<file path="src/rtl/qsgmii_rx_aggregator.sv">
// Packet-granular round-robin merge of four per-lane AXI-Stream RX streams, tagging each frame with its lane.
// Optional per-lane frame/abort counters are enabled with `define QSGMII_AGG_STATS_EN.
module qsgmii_rx_aggregator #(
  parameter int DATA_WIDTH = 32,
  parameter int NUM_PORTS  = 4
) (
  input  logic                              clk,
  input  logic                              rst_n,
  input  logic [NUM_PORTS-1:0]              link_up,
  input  logic [NUM_PORTS-1:0]              s_tvalid,
  output logic [NUM_PORTS-1:0]              s_tready,
  input  logic [NUM_PORTS*DATA_WIDTH-1:0]   s_tdata,
  input  logic [NUM_PORTS*DATA_WIDTH/8-1:0] s_tkeep,
  input  logic [NUM_PORTS-1:0]              s_tlast,
  input  logic [NUM_PORTS-1:0]              s_tuser,
  output logic                              m_tvalid,
  input  logic                              m_tready,
  output logic [DATA_WIDTH-1:0]             m_tdata,
  output logic [DATA_WIDTH/8-1:0]           m_tkeep,
  output logic                              m_tlast,
  output logic                              m_tuser,
  output logic [1:0]                        m_tdest
`ifdef QSGMII_AGG_STATS_EN
  ,
  input  logic                              stats_clear,
  output logic [NUM_PORTS*32-1:0]           stats_frames,
  output logic [NUM_PORTS*16-1:0]           stats_aborts
`endif
);

  localparam int KW = DATA_WIDTH / 8;

  typedef enum logic [1:0] {
    IDLE  = 2'd0,
    XFER  = 2'd1,
    ABORT = 2'd2
  } state_t;

  state_t                 state_r, state_s;
  logic [1:0]             grant_r, grant_s;
  logic [1:0]             rr_ptr_r, rr_ptr_s;
  logic [NUM_PORTS-1:0]   flush_r, flush_s;
  logic [NUM_PORTS-1:0]   link_d_r;
  logic [NUM_PORTS-1:0]   eligible_s;
  logic [1:0]             pick_s;
  logic [1:0]             idx_s;
  logic                   pick_valid_s;
  logic                   last_hs_s;
  logic                   abort_hs_s;

  assign eligible_s = s_tvalid & link_up & ~flush_r;

  // Round-robin search: iterate farthest-first so the lane nearest rr_ptr overwrites the pick.
  always_comb begin
    pick_s       = rr_ptr_r;
    pick_valid_s = 1'b0;
    idx_s        = rr_ptr_r;
    for (int i = NUM_PORTS - 1; i >= 0; i--) begin
      idx_s = rr_ptr_r + 2'(i);
      if (eligible_s[idx_s]) begin
        pick_s       = idx_s;
        pick_valid_s = 1'b1;
      end else begin
        pick_valid_s = pick_valid_s;
      end
    end
  end

  // Next-state and stream muxing; draining lanes accept in every state.
  always_comb begin
    state_s    = state_r;
    grant_s    = grant_r;
    rr_ptr_s   = rr_ptr_r;
    s_tready   = flush_r;
    m_tvalid   = 1'b0;
    m_tdata    = {DATA_WIDTH{1'b0}};
    m_tkeep    = {KW{1'b0}};
    m_tlast    = 1'b0;
    m_tuser    = 1'b0;
    m_tdest    = 2'd0;
    last_hs_s  = 1'b0;
    abort_hs_s = 1'b0;
    case (state_r)
      IDLE: begin
        if (pick_valid_s) begin
          grant_s = pick_s;
          state_s = XFER;
        end else begin
          state_s = IDLE;
        end
      end
      XFER: begin
        m_tvalid          = s_tvalid[grant_r];
        m_tdata           = s_tdata[int'(grant_r)*DATA_WIDTH +: DATA_WIDTH];
        m_tkeep           = s_tkeep[int'(grant_r)*KW +: KW];
        m_tlast           = s_tlast[grant_r];
        m_tuser           = s_tuser[grant_r];
        m_tdest           = grant_r;
        s_tready[grant_r] = m_tready;
        last_hs_s         = m_tready & s_tvalid[grant_r] & s_tlast[grant_r];
        // A tlast accepted while the link falls still completes the frame normally.
        if (last_hs_s) begin
          rr_ptr_s = grant_r + 2'd1;
          state_s  = IDLE;
        end else if (!link_up[grant_r]) begin
          state_s = ABORT;
        end else begin
          state_s = XFER;
        end
      end
      ABORT: begin
        m_tvalid          = 1'b1;
        m_tlast           = 1'b1;
        m_tuser           = 1'b1;
        m_tdest           = grant_r;
        s_tready[grant_r] = 1'b0;
        abort_hs_s        = m_tready;
        if (m_tready) begin
          rr_ptr_s = grant_r + 2'd1;
          state_s  = IDLE;
        end else begin
          state_s = ABORT;
        end
      end
      default: begin
        state_s = IDLE;
      end
    endcase
  end

  // Flush bookkeeping: cleared by the discarded tlast or a link recovery, set by an abort handshake.
  always_comb begin
    flush_s = flush_r;
    for (int p = 0; p < NUM_PORTS; p++) begin
      if ((flush_r[p] && s_tvalid[p] && s_tlast[p]) || (link_up[p] && !link_d_r[p])) begin
        flush_s[p] = 1'b0;
      end else begin
        flush_s[p] = flush_r[p];
      end
    end
    flush_s[grant_r] = flush_s[grant_r] | abort_hs_s;
  end

  // Arbiter state registers.
  always_ff @(posedge clk or negedge rst_n) begin
    if (!rst_n) begin
      state_r  <= IDLE;
      grant_r  <= 2'd0;
      rr_ptr_r <= 2'd0;
      flush_r  <= {NUM_PORTS{1'b0}};
      link_d_r <= {NUM_PORTS{1'b0}};
    end else begin
      state_r  <= state_s;
      grant_r  <= grant_s;
      rr_ptr_r <= rr_ptr_s;
      flush_r  <= flush_s;
      link_d_r <= link_up;
    end
  end

`ifdef QSGMII_AGG_STATS_EN
  logic [NUM_PORTS-1:0][31:0] frames_r;
  logic [NUM_PORTS-1:0][15:0] aborts_r;
  logic                       good_last_s;

  assign good_last_s = last_hs_s & ~s_tuser[grant_r];

  // Saturating per-lane counters; a clear overrides a coincident increment.
  always_ff @(posedge clk or negedge rst_n) begin
    if (!rst_n) begin
      frames_r <= '0;
      aborts_r <= '0;
    end else if (stats_clear) begin
      frames_r <= '0;
      aborts_r <= '0;
    end else begin
      if (good_last_s && (frames_r[grant_r] != 32'hFFFF_FFFF)) begin
        frames_r[grant_r] <= frames_r[grant_r] + 32'd1;
      end
      if (abort_hs_s && (aborts_r[grant_r] != 16'hFFFF)) begin
        aborts_r[grant_r] <= aborts_r[grant_r] + 16'd1;
      end
    end
  end

  assign stats_frames = frames_r;
  assign stats_aborts = aborts_r;
`endif

endmodule
</file>
<file path="config.mk">
export PLATFORM = sky130hd
export DESIGN_NAME = qsgmii_rx_aggregator
export DESIGN_NICKNAME = d
export VERILOG_FILES = /design/src/rtl/qsgmii_rx_aggregator.sv
export SDC_FILE = /design/constraint.sdc
export NUM_CORES = 1
export LEC_CHECK = 0
export CORE_AREA = 3 3 88 90
export DETAILED_ROUTE_END_ITERATION = 8
export DIE_AREA = 0 0 91 93
export PLACE_DENSITY_LB_ADDON = 0.08
export SLEW_MARGIN = 20
export SYNTH_ARGS = -nofsm -noshare
export SYNTH_HDL_FRONTEND = slang
export SYNTH_SLANG_ARGS = --single-unit
</file>
<file path="constraint.sdc">
create_clock -name clk -period 2.6 [get_ports clk]
set_input_delay 0.78 -clock clk [delete_from_list [all_inputs] [get_ports clk]]
set_output_delay 0.78 -clock clk [all_outputs]
set_load 0.05 [all_outputs]
</file>
==> out/qor.yml, run 1 <==
layout:
  count_of_nets_after_finishing: 600
  final_cell_mix: "sky130_fd_sc_hd__dlygate4sd2_1, sky130_fd_sc_hd__mux4_2, sky130_fd_sc_hd__and2_4"
  sequential_cell_area_um2: 353
  layout_commonest_cell: "sky130_fd_sc_hd__dlygate4sd2_1"
  area_delta_synth_final_pct: 114
  fill_cell_instance_count_of_the_final_layout: 611
  postLayoutCellArea_um2: 4820
  multi_input_gate_area_um2: 1920
  final_cell_count_no_fill: 530
  drive_gt1_frac: 0.400
grt:
  grt_pass1_vias: 2786
  grt.met1_usage: 0.265
  grt_pass1_wl_um: 16000
  gr-usage-met3: 0.0748
  total_congestion_overflow_after_global_routing: 0
  grt_max_degree: 38
  busiest_layer: "met2"
  globalRouteTotalUtil: 0.239
  grt_antenna_before_repair: 5
  fraction_of_met2_tracks_used_by_global_routing: 0.449
sta:
  max_slew_violation_count: 0
  fin_skew_ns: 0.00322
  finalWorstPathRequiredPeriod_ns: 2.59
  timing.final.ws_setup_ns: 0.0140
  fmaxAchievable_ghz: 0.387
  rsz_0062_raised_after_global_routing: "yes"
  finalCritPeriodShare: 0.995
  timing.slew.headroom: 0.557
  fin_hold_ws_ns: 0.578
  tightestPinTransition_ns: 0.663
  setup_viol_count_final: 0
  report.final.hold_viol_count: 0
worst_setup_path:
  cp-start-kind: "flip-flop"
  timing_worst_setup_path_type: "reg2out"
  setup.reg_to_reg.worst_slack_ns: 0.47
  setup.worst_path.end_class: "primary output"
  worst_ep_arrival_time_ns: 1.81
  worstPathRequired_ns: 1.82
  timing.critical_path.fanout_max: 18
route:
  route.vias.total: 2766
  route.detailed.vias_per_inst: 5.22
  avgRoutedWirePerCell_um: 20.0
  drt.antenna.violating_nets: 0
  drt-initial-drc-count: 89
  detail_route.wirelength_um: 10600
  drcViolationCount: 0
  firstDrtPassIters: 4
cts:
  h-tree-depth: 1
  tritoncts: "done"
  cts_max_path_buffers: 2
  sinks_on_the_clock_net: 14
  cts_root_buf: "sky130_fd_sc_hd__clkbuf_8"
  cts_hold_repair.buffers: 0
  clk_transition_reported_paths_ns: 0.06
  tritoncts.num_buffers: 3
  clock_latency_ns: 0.25
yosys:
  post_synth_mux_area_share: 0.416
  number_of_synthesized_flops_with_an_enable_pin: 0
  syn_area_per_cell_um2: 10.7
  syn-num-nets: 382
  synthSimpleGateAreaFrac: 0.220
  synth_compound_area_frac: 0.114
  dominantRegCellSynth: "sky130_fd_sc_hd__dfrtp_1"
  post_synth_instance_area_um2: 2250
  yosys.cell_types.count: 39
  yosys_register_bits: 14
  synth_top_family_by_area: "multiplexers"
  synth-xor-area-share: 0
  number_of_standard_cells_after_synthesis: 211
  synth_async_sr_flop_share: 1.00
  synthAdderAreaFrac: 0.0445
  synth.yosys.seq_area_share: 0.156
  yosys_warnings: 0
status:
  status: "complete, no violations"
placed_design:
  cell_area_after_placement_um2: 4490
  place_ws_ns: -0.340
  post_detail_place_hpwl_um: 8410
  placed_cells: 516
  buffer_ports.inserted: 207
  globalplace.congestion: 0.876
power:
  total_leakage_power_nw: 2.18
  powerDensity_nw_per_um2: 1110
  report.power.total_w: 0.00535
  power.ir.vdd_worst_mv: 0.636
floorplan:
  row_count: 31
  io_pins: 208
  die_width_um: 91
  die_h_um: 93
  initial_core_util: 0.315
  die_area_um2: 8460
  core_um2: 7140
worst_hold_path:
  hold_path.class: "reg2reg"
job:
  cap_violations: 0
## cells by family after synthesis
kind of cell,Yosys count
multiplexers,43
flip-flops,14
AND/OR/NAND/NOR,83
AO/OA/AOI/OAI,38
adder cells (fa/ha/maj),8
buffers and inverters,25
## synthesized netlist by cell type, types with 5 or more instances
cell	n	area [µm²]
sky130_fd_sc_hd__a21oi_1	8	40.0
sky130_fd_sc_hd__clkbuf_1	9	33.8
sky130_fd_sc_hd__dfrtp_1	14	350
sky130_fd_sc_hd__ha_1	8	100
sky130_fd_sc_hd__nand2_1	8	30.0
sky130_fd_sc_hd__inv_1	10	37.5
sky130_fd_sc_hd__nor3_1	5	25.0
sky130_fd_sc_hd__nor2b_1	5	31.3
sky130_fd_sc_hd__nand3b_1	5	37.5
sky130_fd_sc_hd__o21ai_0	8	40.0
sky130_fd_sc_hd__nor2_1	5	18.8
sky130_fd_sc_hd__and2_1	40	250
sky130_fd_sc_hd__mux4_2	40	901
## where the power goes
part           switching, W  leakage (nW)  internal, W
registers          0.000109         0.167     0.000298
clock network     0.0000785        0.0228     0.000108
logic               0.00239          1.99      0.00237
## flip-flops by register name (all words and copies together), names as in the netlist
register / cells
grant_r: 2
state_r: 2
link_d_r: 4
flush_r: 4
rr_ptr_r: 2
## critical path: stages, from the launching register on
cell,delay (ns)
sky130_fd_sc_hd__dfrtp_2,0.44
sky130_fd_sc_hd__buf_12,0.22
sky130_fd_sc_hd__mux4_2,0.56
sky130_fd_sc_hd__a21oi_2,0.13
sky130_fd_sc_hd__nor2b_1,0.06
sky130_fd_sc_hd__buf_6,0.15
## timing repair
item	CTS	global route
setup endpoints to repair	43	25
pin swaps	13	1
setup buffers	1	6
cloned	1	0
resized for setup	299	15
## worst paths after layout
kind | endpoint | start | depth (start not counted)
max | m_tuser | grant_r[0] | 5
min | rr_ptr_r[0] | rr_ptr_r[0] | 1
max reg2reg | rr_ptr_r[1] | grant_r[0] | 6
min reg2reg | rr_ptr_r[0] | rr_ptr_r[0] | 1
max in group asynchronous | grant_r[0] | rst_n | 1
min in group asynchronous | link_d_r[0] | rst_n | 1
## cell type report
cell class,instances,area share
diodes,3,0.00156
clock buffers,4,0.00935
inverters,10,0.00857
multi-input cells,172,0.398
flip-flops and latches,14,0.0732
well taps,99,0.0257
repair buffers,228,0.484
## through the flow
stage / utilization / setup TNS [ns]
floorplan: - / 0
global placement: 0.629 / -6.61
CTS: 0.670 / -0.0193
global route: 0.675 / -0.240
detailed placement: 0.629 / -7.46
finish: 0.675 / 0
## metal layers
layer  share of wire  wire [µm]
met1            0.35       3700
met3           0.084        885
met4           0.015        154
met2            0.55       5820
met5          0.0023         24
Note: power is estimated with default switching activity, not from simulation.
==> run 2, diff against run 1 <==
Settings changed: CELL_PAD_IN_SITES_DETAIL_PLACEMENT from default to 0, CELL_PAD_IN_SITES_GLOBAL_PLACEMENT from default to 2, CORE_AREA 3 3 88 90 to 3 3 123 125, DIE_AREA 0 0 91 93 to 0 0 126 128.
==> out/qor.yml, run 2 (synthesis gave the netlist of run 1 again) <==
status:
  status: "complete, but fails checks"
  violations: "negative setup slack"
cts:
  cts_hold_repair.buffers: 0  # unchanged
  tritoncts.num_buffers: 3  # unchanged
  clk_transition_reported_paths_ns: 0.05  # about the same
  cts_max_path_buffers: 2  # unchanged
  tritoncts: "done"
  cts_root_buf: "sky130_fd_sc_hd__clkbuf_16"
  sinks_on_the_clock_net: 14  # unchanged
  clock_latency_ns: 0.24  # about the same
  h-tree-depth: 1  # unchanged
layout:
  fill_cell_instance_count_of_the_final_layout: 1454  # +140%
  layout_commonest_cell: "sky130_fd_sc_hd__dlygate4sd2_1"
  postLayoutCellArea_um2: 5350  # +11%
  count_of_nets_after_finishing: 619  # +3.2%
  sequential_cell_area_um2: 353  # unchanged
  multi_input_gate_area_um2: 1910  # -0.46%
  area_delta_synth_final_pct: 138
  drive_gt1_frac: 0.423  # +0.0233
  biggestRegsByFlops: "flush_r x4, link_d_r x4"
  final_cell_mix: "sky130_fd_sc_hd__dlygate4sd2_1, sky130_fd_sc_hd__buf_12, sky130_fd_sc_hd__mux4_2"
worst_setup_path:
  critical-path-top-delay-family: "multiplexers"
  worst_ep_arrival_time_ns: 1.84  # +0.03 ns
  slowest_stage: "sky130_fd_sc_hd__mux4_2"
  reg2reg_path_depth: 6  # unchanged
  setup.worst_path.end_class: "primary output"
  worst_reg2reg_startpoint: "grant_r[1]"
  crit_path_start: "s_tuser[0]"
  worstPathRequired_ns: 1.82  # about the same
  cp-start-kind: "input port"
  capture_instance_of_the_worst_register_to_register_path: "rr_ptr_r[1]"
  setup.reg_to_reg.worst_slack_ns: 0.48  # about the same
  timing.critical_path.cells: "dlygate4sd2_1 > mux4_2 > a21oi_2 > nor2b_2 > buf_12"
  cp_num_buf_inv: 2  # unchanged
  worstSetupEndpoint: "m_tuser"
  timing.critical_path.fanout_max: 1  # -17
  timing_worst_setup_path_type: "in2out"
  critical_path_cell_count: 5  # unchanged
  crit_path_max_incr_delay_ns: 0.46  # -0.10 ns
route:
  firstDrtPassIters: 6  # +2
  drt.antenna.violating_nets: 0  # unchanged
  drcViolationCount: 0  # unchanged
  route.vias.total: 2823  # +2.1%
  drt-initial-drc-count: 88  # -1.1%
  detail_route.wirelength_um: 13000  # +23%
  avgRoutedWirePerCell_um: 20.7  # +3.7%
  route.detailed.vias_per_inst: 4.49  # -14%
floorplan:
  io_pins: 208  # unchanged
  die_h_um: 128  # +38%
  initial_core_util: 0.161  # -0.154
  core_um2: 14000  # +96%
  die_area_um2: 16100  # +91%
  row_count: 43  # +39%
  die_width_um: 126  # +38%
grt:
  globalRouteTotalUtil: 0.150  # -0.0890
  grt_antenna_before_repair: 2  # -3
  grt_pass1_wl_um: 18700  # +17%
  grt_max_degree: 39  # +2.6%
  total_congestion_overflow_after_global_routing: 0  # unchanged
  grt_pass1_vias: 2871  # +3.1%
power:
  power.ir.vdd_worst_mv: 0.305  # -52%
  report.power.total_w: 0.00620  # +16%
  total_leakage_power_nw: 2.38  # +9.2%
  powerDensity_nw_per_um2: 1160  # +4.3%
sta:
  max_slew_violation_count: 0  # unchanged
  timing.final.ws_setup_ns: -0.0164  # -0.0304 ns
  setup_viol_count_final: 1  # +1
  fmaxAchievable_ghz: 0.382  # -1.2%
  report.final.hold_viol_count: 0  # unchanged
  finalWorstPathRequiredPeriod_ns: 2.62  # +0.0304 ns
  finalCritPeriodShare: 1.01  # +0.0117
  setup_total_negative_slack_ns: -0.0164  # -0.0164 ns
  timing.slew.headroom: 0.756  # +0.200
  rsz_0062_raised_after_global_routing: "yes"
  tightestPinTransition_ns: 0.365  # -0.297 ns
  fin_skew_ns: 0.00116  # -0.00207 ns
placed_design:
  buffer_ports.inserted: 207  # unchanged
  place_ws_ns: -0.327  # +0.0128 ns
  globalplace.congestion: 0.795  # -9.2%
  post_detail_place_hpwl_um: 10400  # +24%
  cell_area_after_placement_um2: 5100  # +14%
job:
  cap_violations: 0  # unchanged
worst_hold_path:
  hold-path-cell-count: 1  # unchanged
  hold_path.class: "reg2reg"
## run 2: cell count changes in the layout (fill, tap and decap cells not counted), sizes merged
cell	delta
buf	+19
clkdlybuf4s15	-7
clkinvlp	+1
diode	-1
dlygate4sd2	+7
inv	-1
## run 2: metal layers
layer / global-route usage / routed length, µm / up-vias
li1: - / - / 1307
met1: 0.189 / 5380 / 1391
met2: 0.275 / 6800 / 123
met3: 0.0288 / 820 / 2
met4: 0.0170 / 31 / 0
met5: 0 / 0 / -
## run 2: layout make-up
| class | count | area share |
|---|---|---|
| Antenna cell | 2 | 0.000935 |
| Timing Repair Buffer | 247 | 0.510 |
| Sequential cell | 14 | 0.0659 |
| Clock buffer | 4 | 0.0166 |
| Tap cell | 180 | 0.0421 |
| Inverter | 10 | 0.00842 |
| Multi-Input combinational cell | 172 | 0.356 |
## run 2: power by group
group / internal [W] / leakage [nW] / switching [W]
combinational: 0.00287 / 2.17 / 0.00259
sequential: 0.000299 / 0.167 / 0.000114
clock: 0.000234 / 0.0442 / 0.0000936
total: 0.00341 / 2.38 / 0.00280
## run 2: worst min path at each step
| stage | start | endpoint | slack [ns] |
|---|---|---|---|
| floorplan | rst_n | flush_r[0] | 0.48 |
| global placement | rr_ptr_r[0] | rr_ptr_r[0] | 0.58 |
| detailed placement | rr_ptr_r[0] | rr_ptr_r[0] | 0.58 |
| CTS | rr_ptr_r[0] | rr_ptr_r[0] | 0.59 |
| global route | rr_ptr_r[0] | rr_ptr_r[0] | 0.62 |
| finish | rr_ptr_r[0] | rr_ptr_r[0] | 0.59 |
## run 2: metrics by stage
stage | cells | hold slack, ns | util
floorplan | 211 | 0.484 | -
global placement | 603 | 0.579 | 0.364
detailed placement | 603 | 0.583 | 0.364
CTS | 618 | 0.594 | 0.375
global route | 629 | 0.621 | 0.383
finish | 629 | 0.593 | 0.383
## run 2: timing repair
action	in CTS	in global routing
gates cloned	3	1
setup endpoints to repair	43	18
resized for setup	227	12
pin swaps	7	6
setup buffers	9	8
